$ cat src/rtl/mole_hit_controller.sv
// Judges mallet strikes on a debounced 3-bit sensor code against a target hole for one round.
// Latency: sensor to stable_code is 2 sync flops plus debounce; hit/miss pulse 2 cycles after stable_code changes.
// Backpressure: target_ready is high only in IDLE; abort and reset drop the round without a pulse.
module mole_hit_controller #(
    parameter int DEBOUNCE_CYCLES = 500000,
    parameter int WINDOW_CYCLES   = 50000000
) (
    input  logic       CLOCK_50,
    input  logic       resetn,
    input  logic [2:0] sensor_code,
    input  logic [2:0] target,
    input  logic       target_valid,
    output logic       target_ready,
    input  logic       abort,
    output logic [2:0] stable_code,
    output logic [2:0] active_target,
    output logic       busy,
    output logic       hit,
    output logic       miss,
    output logic       timeout
);

    localparam int DW = $clog2(DEBOUNCE_CYCLES);
    localparam int WW = $clog2(WINDOW_CYCLES);
    localparam logic [DW-1:0] DB_LAST  = DW'(DEBOUNCE_CYCLES - 1);
    localparam logic [WW-1:0] WIN_LAST = WW'(WINDOW_CYCLES - 1);

    typedef enum logic [1:0] {S_IDLE, S_ARM, S_WAIT} state_t;

    state_t          state;
    logic [2:0]      sync1;
    logic [2:0]      sync_code;
    logic [2:0]      cand;
    logic [DW-1:0]   cnt;
    logic [2:0]      prev_stable;
    logic            strike;
    logic [2:0]      strike_code;
    logic [WW-1:0]   win;

    logic            end_round;
    logic            hit_nxt;
    logic            miss_nxt;
    logic            timeout_nxt;

    // Sensor path: synchroniser, debounce, then a 0 -> nonzero edge detector.
    always_ff @(posedge CLOCK_50 or negedge resetn) begin
        if (!resetn) begin
            sync1       <= '0;
            sync_code   <= '0;
            cand        <= '0;
            cnt         <= '0;
            stable_code <= '0;
            prev_stable <= '0;
            strike      <= 1'b0;
            strike_code <= '0;
        end else begin
            sync1     <= sensor_code;
            sync_code <= sync1;
            if (sync_code != cand) begin
                cand <= sync_code;
                cnt  <= '0;
            end else if (cnt == DB_LAST) begin
                stable_code <= cand;
            end else begin
                cnt <= cnt + 1'b1;
            end
            prev_stable <= stable_code;
            strike      <= (stable_code != 3'd0) && (prev_stable == 3'd0);
            strike_code <= stable_code;
        end
    end

    // Round verdict: abort beats everything, a strike beats expiry on the same cycle.
    always_comb begin
        end_round   = 1'b0;
        hit_nxt     = 1'b0;
        miss_nxt    = 1'b0;
        timeout_nxt = 1'b0;
        if (state != S_IDLE) begin
            if (abort) begin
                end_round = 1'b1;
            end else if (state == S_WAIT && strike) begin
                end_round = 1'b1;
                hit_nxt   = (strike_code == active_target);
                miss_nxt  = (strike_code != active_target);
            end else if (win == WIN_LAST) begin
                end_round   = 1'b1;
                miss_nxt    = 1'b1;
                timeout_nxt = 1'b1;
            end
        end
    end

    always_ff @(posedge CLOCK_50 or negedge resetn) begin
        if (!resetn) begin
            state         <= S_IDLE;
            target_ready  <= 1'b1;
            busy          <= 1'b0;
            active_target <= '0;
            win           <= '0;
            hit           <= 1'b0;
            miss          <= 1'b0;
            timeout       <= 1'b0;
        end else begin
            hit     <= hit_nxt;
            miss    <= miss_nxt;
            timeout <= timeout_nxt;
            case (state)
                S_IDLE: begin
                    if (target_valid) begin
                        active_target <= target;
                        win           <= '0;
                        if (target == 3'd0) begin
                            miss <= 1'b1;
                        end else begin
                            state        <= S_ARM;
                            target_ready <= 1'b0;
                            busy         <= 1'b1;
                        end
                    end
                end
                S_ARM, S_WAIT: begin
                    if (end_round) begin
                        state         <= S_IDLE;
                        target_ready  <= 1'b1;
                        busy          <= 1'b0;
                        active_target <= '0;
                    end else begin
                        win <= win + 1'b1;
                        // A mallet already down at acceptance must lift before it can score.
                        if (state == S_ARM && stable_code == 3'd0) begin
                            state <= S_WAIT;
                        end
                    end
                end
                default: begin
                    state        <= S_IDLE;
                    target_ready <= 1'b1;
                    busy         <= 1'b0;
                end
            endcase
        end
    end

endmodule

$ cat config.mk
export PLATFORM = sky130hd
export DESIGN_NAME = mole_hit_controller
export DESIGN_NICKNAME = d
export VERILOG_FILES = /design/src/rtl/mole_hit_controller.sv
export SDC_FILE = /design/constraint.sdc
export NUM_CORES = 1
export LEC_CHECK = 0
export CAP_MARGIN = 10
export CORE_MARGIN = 1
export CORE_UTILIZATION = 45
export DETAILED_ROUTE_END_ITERATION = 8
export PLACE_DENSITY_LB_ADDON = 0.08
export SYNTH_ARGS = -nofsm -noshare
export SYNTH_HDL_FRONTEND = slang
export SYNTH_SLANG_ARGS = --single-unit
export TNS_END_PERCENT = 30
$ cat constraint.sdc
create_clock -name CLOCK_50 -period 3.4 [get_ports CLOCK_50]
set_clock_uncertainty 0.2 [all_clocks]
set_input_delay 0.51 -clock CLOCK_50 [delete_from_list [all_inputs] [get_ports CLOCK_50]]
set_output_delay 0.51 -clock CLOCK_50 [all_outputs]
set_load 0.005 [all_outputs]
Word level (Yosys, flattened, before mapping)
Cells that the tools add are included.

word-level totals
  flip-flop bits (word level) = 71
  input port bits = 10
  output and inout port bits = 11
  word-level logic and storage cells = 84

operators by class
  $add $sub $neg = 2
  equality and inequality tests = 13
  muxes and demuxes = 37
  bitwise logic cells = 1
  reduce and logical (&&, ||, !) cells = 16

operators with widths
  operator                 count
  $mux W26                 2
  $pmux W26 S2             1
  $mux W19                 2
  $add A26 B1 Y26 const B  1
  $eq A26 B26 Y1 const B   1
  $mux W1                  22
  $add A19 B1 Y19 const B  1
  $eq A19 B19 Y1 const B   1
  $reduce_and A3 Y1        4
  $ne A2 B2 Y1 const B     5
  $logic_not A3 Y1         3
  $mux W2                  4
  $mux W3                  2
  $ne A3 B3 Y1             2
  $pmux W3 S2              1
  $pmux W1 S2              2
  $pmux W2 S2              1
  $reduce_bool A2 Y1       2
  $eq A3 B3 Y1             1
  $logic_and A1 B1 Y1      3
  $ne A3 B3 Y1 const B     1
  $reduce_bool A3 Y1       1
  $eq A2 B1 Y1 const B     1
  $eq A2 B2 Y1 const B     1
  4 further kinds          4

Logic depth before layout (Yosys ltp)
Gate-level depths: netlist (run 1).

  depth in word-level cells = 8
  mapped depth = 10
  mapped depth without buffers = 7

Worst setup path before layout (run 1)
No wires, ideal clock.

  path type = register to register
  start point = register state[1]
  end point = register win[18]
  library setup time = 0.087 ns
  arrival time = 2.142 ns
  required time = 3.113 ns
  slack = 0.972 ns
  stages on the path, launching flop included = 10
  buffers on the path = 2
  clock period less this slack = 2.428 ns
  cell sequence = dfrtp_1 -> inv_1 -> ha_1 -> buf_4 -> inv_4 -> o41ai_4 -> o41ai_4 -> buf_6 -> or4b_1 -> o211ai_1

between the ends
  longest elaborated chain between the ends = 7
  elaborated cells between the ends (all ways) = 14
  classes of those cells = 4 x eq/ne; 4 x mux; 6 x reduce/logical

RTL lines
  what                                line     text
  start: declaration                  30       state_t state;
  start signal: assignment            96       state <= S_IDLE;
  start signal: assignment            116      state <= S_ARM;
  start signal: assignment            124      state <= S_IDLE;
  $eq A2 B2 Y1                        82, 108
  $logic_and A1 B1 Y1                 82       end else if (state == S_WAIT && strike) begin
  $mux W1                             82
  $mux W1                             80       if (abort) begin
  $mux W1                             79       if (state != S_IDLE) begin
  $ne A2 B2 Y1 (no source line)       --
  $reduce_and A3 Y1 (no source line)  --
  end signal: assignment              129      win <= win + 1'b1;
  end: declaration                    38       logic [WW-1:0] win;

Parallel ways exist; a longest one is shown, timed or not.
A chain may end at the register's enable or synchronous reset.

Worst setup path after layout (run 1)
Ends and elaborated chain as after synthesis.

==> impl_summary.txt, run 1 <==
----------------------------------------------------
[Run status]
  Result of the run ... finished clean

[Critical path]
  WP data arrival ... 2970 ps
  Critical path class ... register to register
  Worst-path fanout max ... 24
  Critical Path, Cell by Cell ... inv_1 -> ha_1 -> and2_1 -> o41ai_4 -> buf_4 -> or4b_1 -> o211ai_1
  Depth of the worst register-to-register path ... 7
  Crit path launch type ... register
  Delay contributed by the slowest stage of the critical path ... 840 ps
  Standard cell with the maximum stage delay on the critical path ... sky130_fd_sc_hd__o41ai_4
  Worst path top cell family by delay ... compound AO/OA/AOI/OAI gates
  Worst reg2reg path endpoint ... win[18]
  R2r setup slk ... 460 ps
  Crit path capture ... win[18]
  Bufs and invs on worst path ... 2
  Total number of cells along the worst setup path ... 7
  Data required time at the worst endpoint ... 3420 ps
  Start point of the critical path ... state[1]
  Reg-to-reg startpoint ... state[1]
  CP Capture Type ... register

[Route]
  Number of vias after detailed routing ... 2811
  Total DRC errors in the routed layout ... 0
  Wire length per cell after detailed routing ... 15.3 um
  Number of optimization iterations in the first detailed-route pass ... 4
  Antenna Nets Post-Route ... 0
  Iteration-0 DRC count of the detailed router ... 216
  Total wirelength of the detailed-routed design ... 7.58 mm
  Detail-routed via count per cell ... 5.66

[Clock network]
  Clock insertion delay at the later pin of the skew report ... 350 ps
  Buffers from clock root to sink, at most ... 2
  Deepest level of the CTS H-tree ... 3
  Clk Tree Root Cell ... sky130_fd_sc_hd__clkbuf_8
  Clock-pin slew on the worst setup and hold paths ... 80 ps
  TritonCTS buffer count ... 9
  Setup bufs post-CTS ... 0
  Post-CTS Hold Buffers ... 0
  CTS sink count ... 71
  Quantity of gates resized following cts ... 0
  TritonCTS clock tree ... built

[STA]
  Final period util ... 0.866
  Pins Over Slew Limit ... 0
  Headroom to the max-slew limit ... 0.401
  Post-layout minimum cycle time ... 2940 ps
  Setup repair after global routing missed its margin ... no
  Total negative setup slack ... 0 ps
  Worst-Margin Slew ... 899 ps
  Max Clk Rate ... 0.340 GHz
  Number of hold violations in the final report ... 0
  Setup Viol. Count Final ... 0

[Floorplan]
  Floorplan die height ... 91.9 um
  Area of the die ... 0.00844 mm2
  Standard-cell row count ... 32
  Starting density of the core ... 0.468
  Die width ... 91.9 um
  I/O pin count ... 21
  Placeable core region ... 0.00777 mm2

[Global routing]
  Number of global-route vias before repair ... 2778
  Pin count of the biggest net entering global routing ... 72
  GRT Total Usage ... 0.198
  Aggregate global routing overflow ... 0
  Global-route wire length before repair ... 13.2 mm
  Antenna violations before repair ... 0

[Yosys]
  Total standard cell area after synthesis ... 0.00364 mm2
  Async set or reset register ratio after synthesis ... 1.00
  Leading post-synthesis cells by cell area ... sky130_fd_sc_hd__dfrtp_1, sky130_fd_sc_hd__nand2_1, sky130_fd_sc_hd__or4_1
  Leading post-synthesis cells by instance count ... sky130_fd_sc_hd__dfrtp_1, sky130_fd_sc_hd__nand2_1, sky130_fd_sc_hd__nor2_1
  Avg Inst Size Synth ... 9.80 um2
  Main synth FF type ... sky130_fd_sc_hd__dfrtp_1
  Count of distinct cell types in the synthesized netlist ... 51
  Fraction of the yosys area taken by sequential cells ... 0.489
  Cell count after synthesis ... 371
  Synth warn ... 0
  Yosys reg bits ... 71
  Most repeated cell in the gate-level netlist after synthesis ... sky130_fd_sc_hd__dfrtp_1
  Number of synthesized flops with an enable pin ... 0
  Share of the synthesized area in the top cell type ... 0.482
  Library cell with the largest summed area after synthesis ... sky130_fd_sc_hd__dfrtp_1
  Post-Syn Nets ... 387

[Min path]
  Worst hold-check path type ... primary input to async pin

[Power]
  Part of the power in the clock network ... 0.276
  Worst VDD drop ... 253 uV
  P_sw ... 0.00105 W
  Leakage power ... 1.67 nW
  Proportion of power drawn by flip-flops and latches ... 0.399
  Net switching fraction of the power ... 0.373
  Total power density per cell area ... 682 mW/mm2
  Power Internal ... 0.00176 W
  Comb pwr share ... 0.326

[Final layout]
  Area growth from synthesis to layout ... 13.6%
  Final-layout fill cell count ... 711
  Layout net count ... 406
  Fin area ... 0.00413 mm2
  Share of final-layout standard cells stronger than drive strength 1 ... 0.0861
  Number of antenna repair diodes ... 0
  Number of non-filler instances in the completed layout ... 497

[Place]
  IO buf count ... 20
  Final RePlAce weighted congestion ... 0.780
  Number of placed instances with taps included ... 481
  DPL Wire Length ... 5.16 mm
  Cell area after placement ... 0.00390 mm2

[Run]
  Number of max-capacitance violations reported ... 0

----------------------------------------------------
-- worst min-delay path by stage --
stage | end | slack (ps) | cells past startpoint
after global routing | win[22] | 160 | 1
final | win[21] | 40 | 1
after CTS | win[21] | 120 | 1
after global placement | sync_code[1] | 140 | 0
after floorplan | active_target[0] | 10 | 0
after detailed placement | sync_code[0] | 140 | 0
-- logic make-up (layout without fill, tap and decap cells) --
logic type | after synthesis | after routing | share of synthesized area
AO/OA/AOI/OAI | 66 | 66 | 0.129
XOR/XNOR | 21 | 21 | 0.0506
adder cells (fa/ha/maj) | 6 | 6 | 0.0206
buffers and inverters | 23 | 47 | 0.0330
flip-flops | 71 | 71 | 0.489
multiplexers | 4 | 4 | 0.0120
AND/OR/NAND/NOR | 180 | 180 | 0.266
-- power groups by stage --
stage / logic, W / clock network, W / registers, W
final: 0.000917 / 0.000776 / 0.00112
after global placement: 0.000907 / 0 / 0.00113
after detailed placement: 0.000924 / 0 / 0.00114
after floorplan: 0.000713 / 0 / 0.00110
after CTS: 0.000928 / 0.000795 / 0.00112
after global routing: 0.00104 / 0.000836 / 0.00114
-- sequential cells by signal, indices dropped and copies added (netlist names), 2 cells and up --
| register | flops |
|---|---|
| sync1 | 3 |
| cnt | 19 |
| cand | 3 |
| win | 26 |
| stable_code | 3 |
| active_target | 3 |
| strike_code | 3 |
| sync_code | 3 |
| state | 2 |
-- area by class of cell --
| type | instances | area, um2 | share of cell area |
|---|---|---|---|
| flip-flops and latches | 71 | 1780 | 0.431 |
| multi-input cells | 277 | 1740 | 0.421 |
| repair buffers | 24 | 228 | 0.0552 |
| clock buffers | 10 | 138 | 0.0333 |
| well taps | 102 | 128 | 0.0309 |
| clock inverters | 6 | 91.3 | 0.0221 |
| inverters | 7 | 28.8 | 0.00697 |
-- metrics by stage --
step / util / power (W) / hold WS (ps) / worst slack [ps]
final: 0.532 / 0.00281 / 40.6 / 456
after CTS: 0.532 / 0.00285 / 115 / 428
after global routing: 0.532 / 0.00302 / 162 / 247
after detailed placement: 0.502 / 0.00206 / 140 / 423
after global placement: 0.502 / 0.00204 / 140 / 460
after floorplan: - / 0.00181 / 14.4 / 972
-- routing by layer --
layer,part of all wire,track usage
met1,0.50,0.269
met3,0.021,0.0299
met5,0,0
met4,0.0053,0.0781
met2,0.48,0.320
-- cell usage in the layout, fill, tap and decap left out, types with 3 or more instances in the layout --
cell type,count
sky130_fd_sc_hd__xor2_1,9
sky130_fd_sc_hd__and4_1,5
sky130_fd_sc_hd__ha_1,6
sky130_fd_sc_hd__or4_1,15
sky130_fd_sc_hd__buf_4,5
sky130_fd_sc_hd__or3_1,7
sky130_fd_sc_hd__nor2_1,28
sky130_fd_sc_hd__a21boi_0,3
sky130_fd_sc_hd__o31ai_1,9
sky130_fd_sc_hd__nor4_1,5
sky130_fd_sc_hd__o22ai_1,3
sky130_fd_sc_hd__and3_1,11
sky130_fd_sc_hd__clkdlybuf4s50_1,19
sky130_fd_sc_hd__xnor2_1,12
sky130_fd_sc_hd__o21ai_0,12
sky130_fd_sc_hd__a21oi_1,18
sky130_fd_sc_hd__inv_1,6
sky130_fd_sc_hd__nor3_1,10
sky130_fd_sc_hd__clkbuf_8,10
sky130_fd_sc_hd__nand2_1,48
sky130_fd_sc_hd__nand3_1,22
sky130_fd_sc_hd__nand4_1,11
sky130_fd_sc_hd__o221ai_1,3
sky130_fd_sc_hd__mux2_2,3
sky130_fd_sc_hd__and2_1,4
sky130_fd_sc_hd__dfrtp_1,70
sky130_fd_sc_hd__o211ai_1,6
No activity file was read; power rests on OpenSTA's default activity.
==> inputs of run 2 (changes only) <==
--- a/config.mk
+++ b/config.mk
@@ -6,6 +6,7 @@
 export NUM_CORES = 1
 export LEC_CHECK = 0
 export CAP_MARGIN = 10
+export CORE_ASPECT_RATIO = 1.1
 export CORE_MARGIN = 1
 export CORE_UTILIZATION = 45
 export DETAILED_ROUTE_END_ITERATION = 8
==> run 2 against run 1 <==
  * Clock power fell by 2%
  * Via count rose by 0.85%
  * Hold slack improved by 23 ps
  * Sequential power barely moved
  * Non-clock buffer count rose by 2
  * Core utilization fell by 0.33 points
  * Sequential share of layout area fell by 0.30 points
  * Critical path type unchanged
==> impl_summary.txt, run 2 (synthesis results as in run 1) <==
----------------------------------------------------
[Place]
  IO buf count ... 20
  Worst setup slack after placement ... 526 ps
  Final RePlAce weighted congestion ... 0.798
  DPL Wire Length ... 5.33 mm

[Clock network]
  Clk Tree Root Cell ... sky130_fd_sc_hd__clkbuf_8
  Clock insertion delay at the later pin of the skew report ... 340 ps
  Buffers from clock root to sink, at most ... 2
  Setup bufs post-CTS ... 0
  TritonCTS buffer count ... 9
  TritonCTS clock tree ... built
  Deepest level of the CTS H-tree ... 3
  Quantity of gates resized following cts ... 0
  CTS sink count ... 71
  Clock-pin slew on the worst setup and hold paths ... 80 ps
  Post-CTS Hold Buffers ... 0

[STA]
  Setup repair after global routing missed its margin ... no
  Pins Over Slew Limit ... 0
  Final period util ... 0.811
  Worst-Margin Slew ... 830 ps
  Setup Viol. Count Final ... 0
  Headroom to the max-slew limit ... 0.447
  Total negative setup slack ... 0 ps
  Number of hold violations in the final report ... 0
  Max Clk Rate ... 0.363 GHz
  Final setup margin ... 642 ps
  Post-layout minimum cycle time ... 2760 ps

[Run]
  Number of max-capacitance violations reported ... 0

[Floorplan]
  Starting density of the core ... 0.462
  Placeable core region ... 0.00787 mm2
  Area of the die ... 0.00844 mm2
  Floorplan die height ... 96.3 um
  Standard-cell row count ... 34
  Die width ... 87.7 um
  I/O pin count ... 21

[Power]
  Leakage power ... 1.68 nW
  Total power density per cell area ... 675 mW/mm2
  Worst VDD drop ... 353 uV

[Final layout]
  Layout net count ... 408
  Area occupied by multi-input gates ... 0.00174 mm2
  Share of final-layout standard cells stronger than drive strength 1 ... 0.0907
  Final-layout fill cell count ... 712
  Number of antenna repair diodes ... 0
  Top flop regs ... win (26), cnt (19)
  Area growth from synthesis to layout ... 14.3%
  Flip-flop count of the largest register after layout ... 26
  Register with the most flip-flops ... win
  Footprint of the flip-flops and latches ... 0.00178 mm2
  Most frequent standard cell in the layout excluding fill and tap cells ... sky130_fd_sc_hd__dfrtp_1
  Top library cells by usage in the layout, fill and taps aside ... sky130_fd_sc_hd__dfrtp_1, sky130_fd_sc_hd__nand2_1, sky130_fd_sc_hd__nor2_1

[Route]
  Number of vias after detailed routing ... 2835
  Antenna Nets Post-Route ... 0
  Number of optimization iterations in the first detailed-route pass ... 4
  Wire length per cell after detailed routing ... 14.9 um
  Detail-routed via count per cell ... 5.61
  Total DRC errors in the routed layout ... 0
  Total wirelength of the detailed-routed design ... 7.54 mm
  Iteration-0 DRC count of the detailed router ... 101

[Critical path]
  Reg-to-reg startpoint ... state[1]
  CP Capture Type ... register
  Data required time at the worst endpoint ... 3470 ps
  WP data arrival ... 2830 ps
  Crit path launch type ... register
  Worst-path fanout max ... 41
  Critical path class ... register to register
  Start point of the critical path ... state[1]

[Min path]
  Worst hold-check path type ... primary input to async pin

[Global routing]
  Number of global-route vias before repair ... 2722
  GRT Total Usage ... 0.198
  Antenna violations before repair ... 0
  Pin count of the biggest net entering global routing ... 42
  Global-route wire length before repair ... 12.8 mm
  Aggregate global routing overflow ... 0

[Run status]
  Result of the run ... finished clean

----------------------------------------------------
run 2: cell count changes in the layout (fill, tap and decap cells not counted), sizes merged:
| cell | change |
|---|---|
| buf | +2 |
| clkinvlp | +2 |
| clkinv | -3 |
| inv | +2 |
| clkbuf | -1 |
run 2: layer usage:
metal,up-vias,GRT usage,part of all wire,routed length [um]
met3,6,0.0472,0.032,241
met2,39,0.340,0.49,3700
met1,1378,0.245,0.47,3540
met5,-,0,0,0
li1,1412,-,-,-
met4,0,0.0615,0.0081,61
run 2: path summary, 6_finish.rpt:
check / cells after the start / to / slack, ps
min reg2reg: 0 / sync_code[1] / 150
max in group asynchronous: 2 / cnt[6] / 2260
min in group CLOCK_50: 0 / sync_code[1] / 150
max: 8 / win[22] / 640
max reg2reg: 8 / win[22] / 640
min: 1 / timeout / 60
run 2: power by group:
group	total, W	switching [W]	internal (W)
registers	0.00112	0.000145	0.000975
clock network	0.000762	0.000341	0.000421
logic	0.000924	0.000561	0.000363
run 2: metrics by stage:
| stage | hold WS (ps) | power (W) | instances | util | instance area [um2] |
|---|---|---|---|---|---|
| final | 63.7 | 0.00281 | 505 | 0.528 | 4160 |
| after global routing | 126 | 0.00300 | 505 | 0.528 | 4160 |
| after CTS | 91.2 | 0.00284 | 505 | 0.528 | 4160 |
| after detailed placement | 142 | 0.00208 | 489 | 0.500 | 3930 |
| after global placement | 137 | 0.00205 | 489 | 0.500 | 3930 |
| after floorplan | 14.4 | 0.00181 | 371 | - | 3640 |
run 2: area by class of cell:
cell class                 instances  share of cell area
clock inverter                     7              0.0244
sequential                        71               0.428
tap                              108              0.0325
multi-input combinational        277               0.418
timing repair buffer              26              0.0608
clock buffer                       9              0.0298
inverter                           7             0.00692
run 2: worst max-delay path, stage by stage, from the launching register on:
cell                      delay, ps
sky130_fd_sc_hd__dfrtp_1        420
sky130_fd_sc_hd__inv_1           80
sky130_fd_sc_hd__ha_1           340
sky130_fd_sc_hd__inv_4           90
sky130_fd_sc_hd__o41ai_4        460
sky130_fd_sc_hd__o41ai_4        140
sky130_fd_sc_hd__buf_4          260
sky130_fd_sc_hd__or4_1          540
sky130_fd_sc_hd__a21oi_1        150
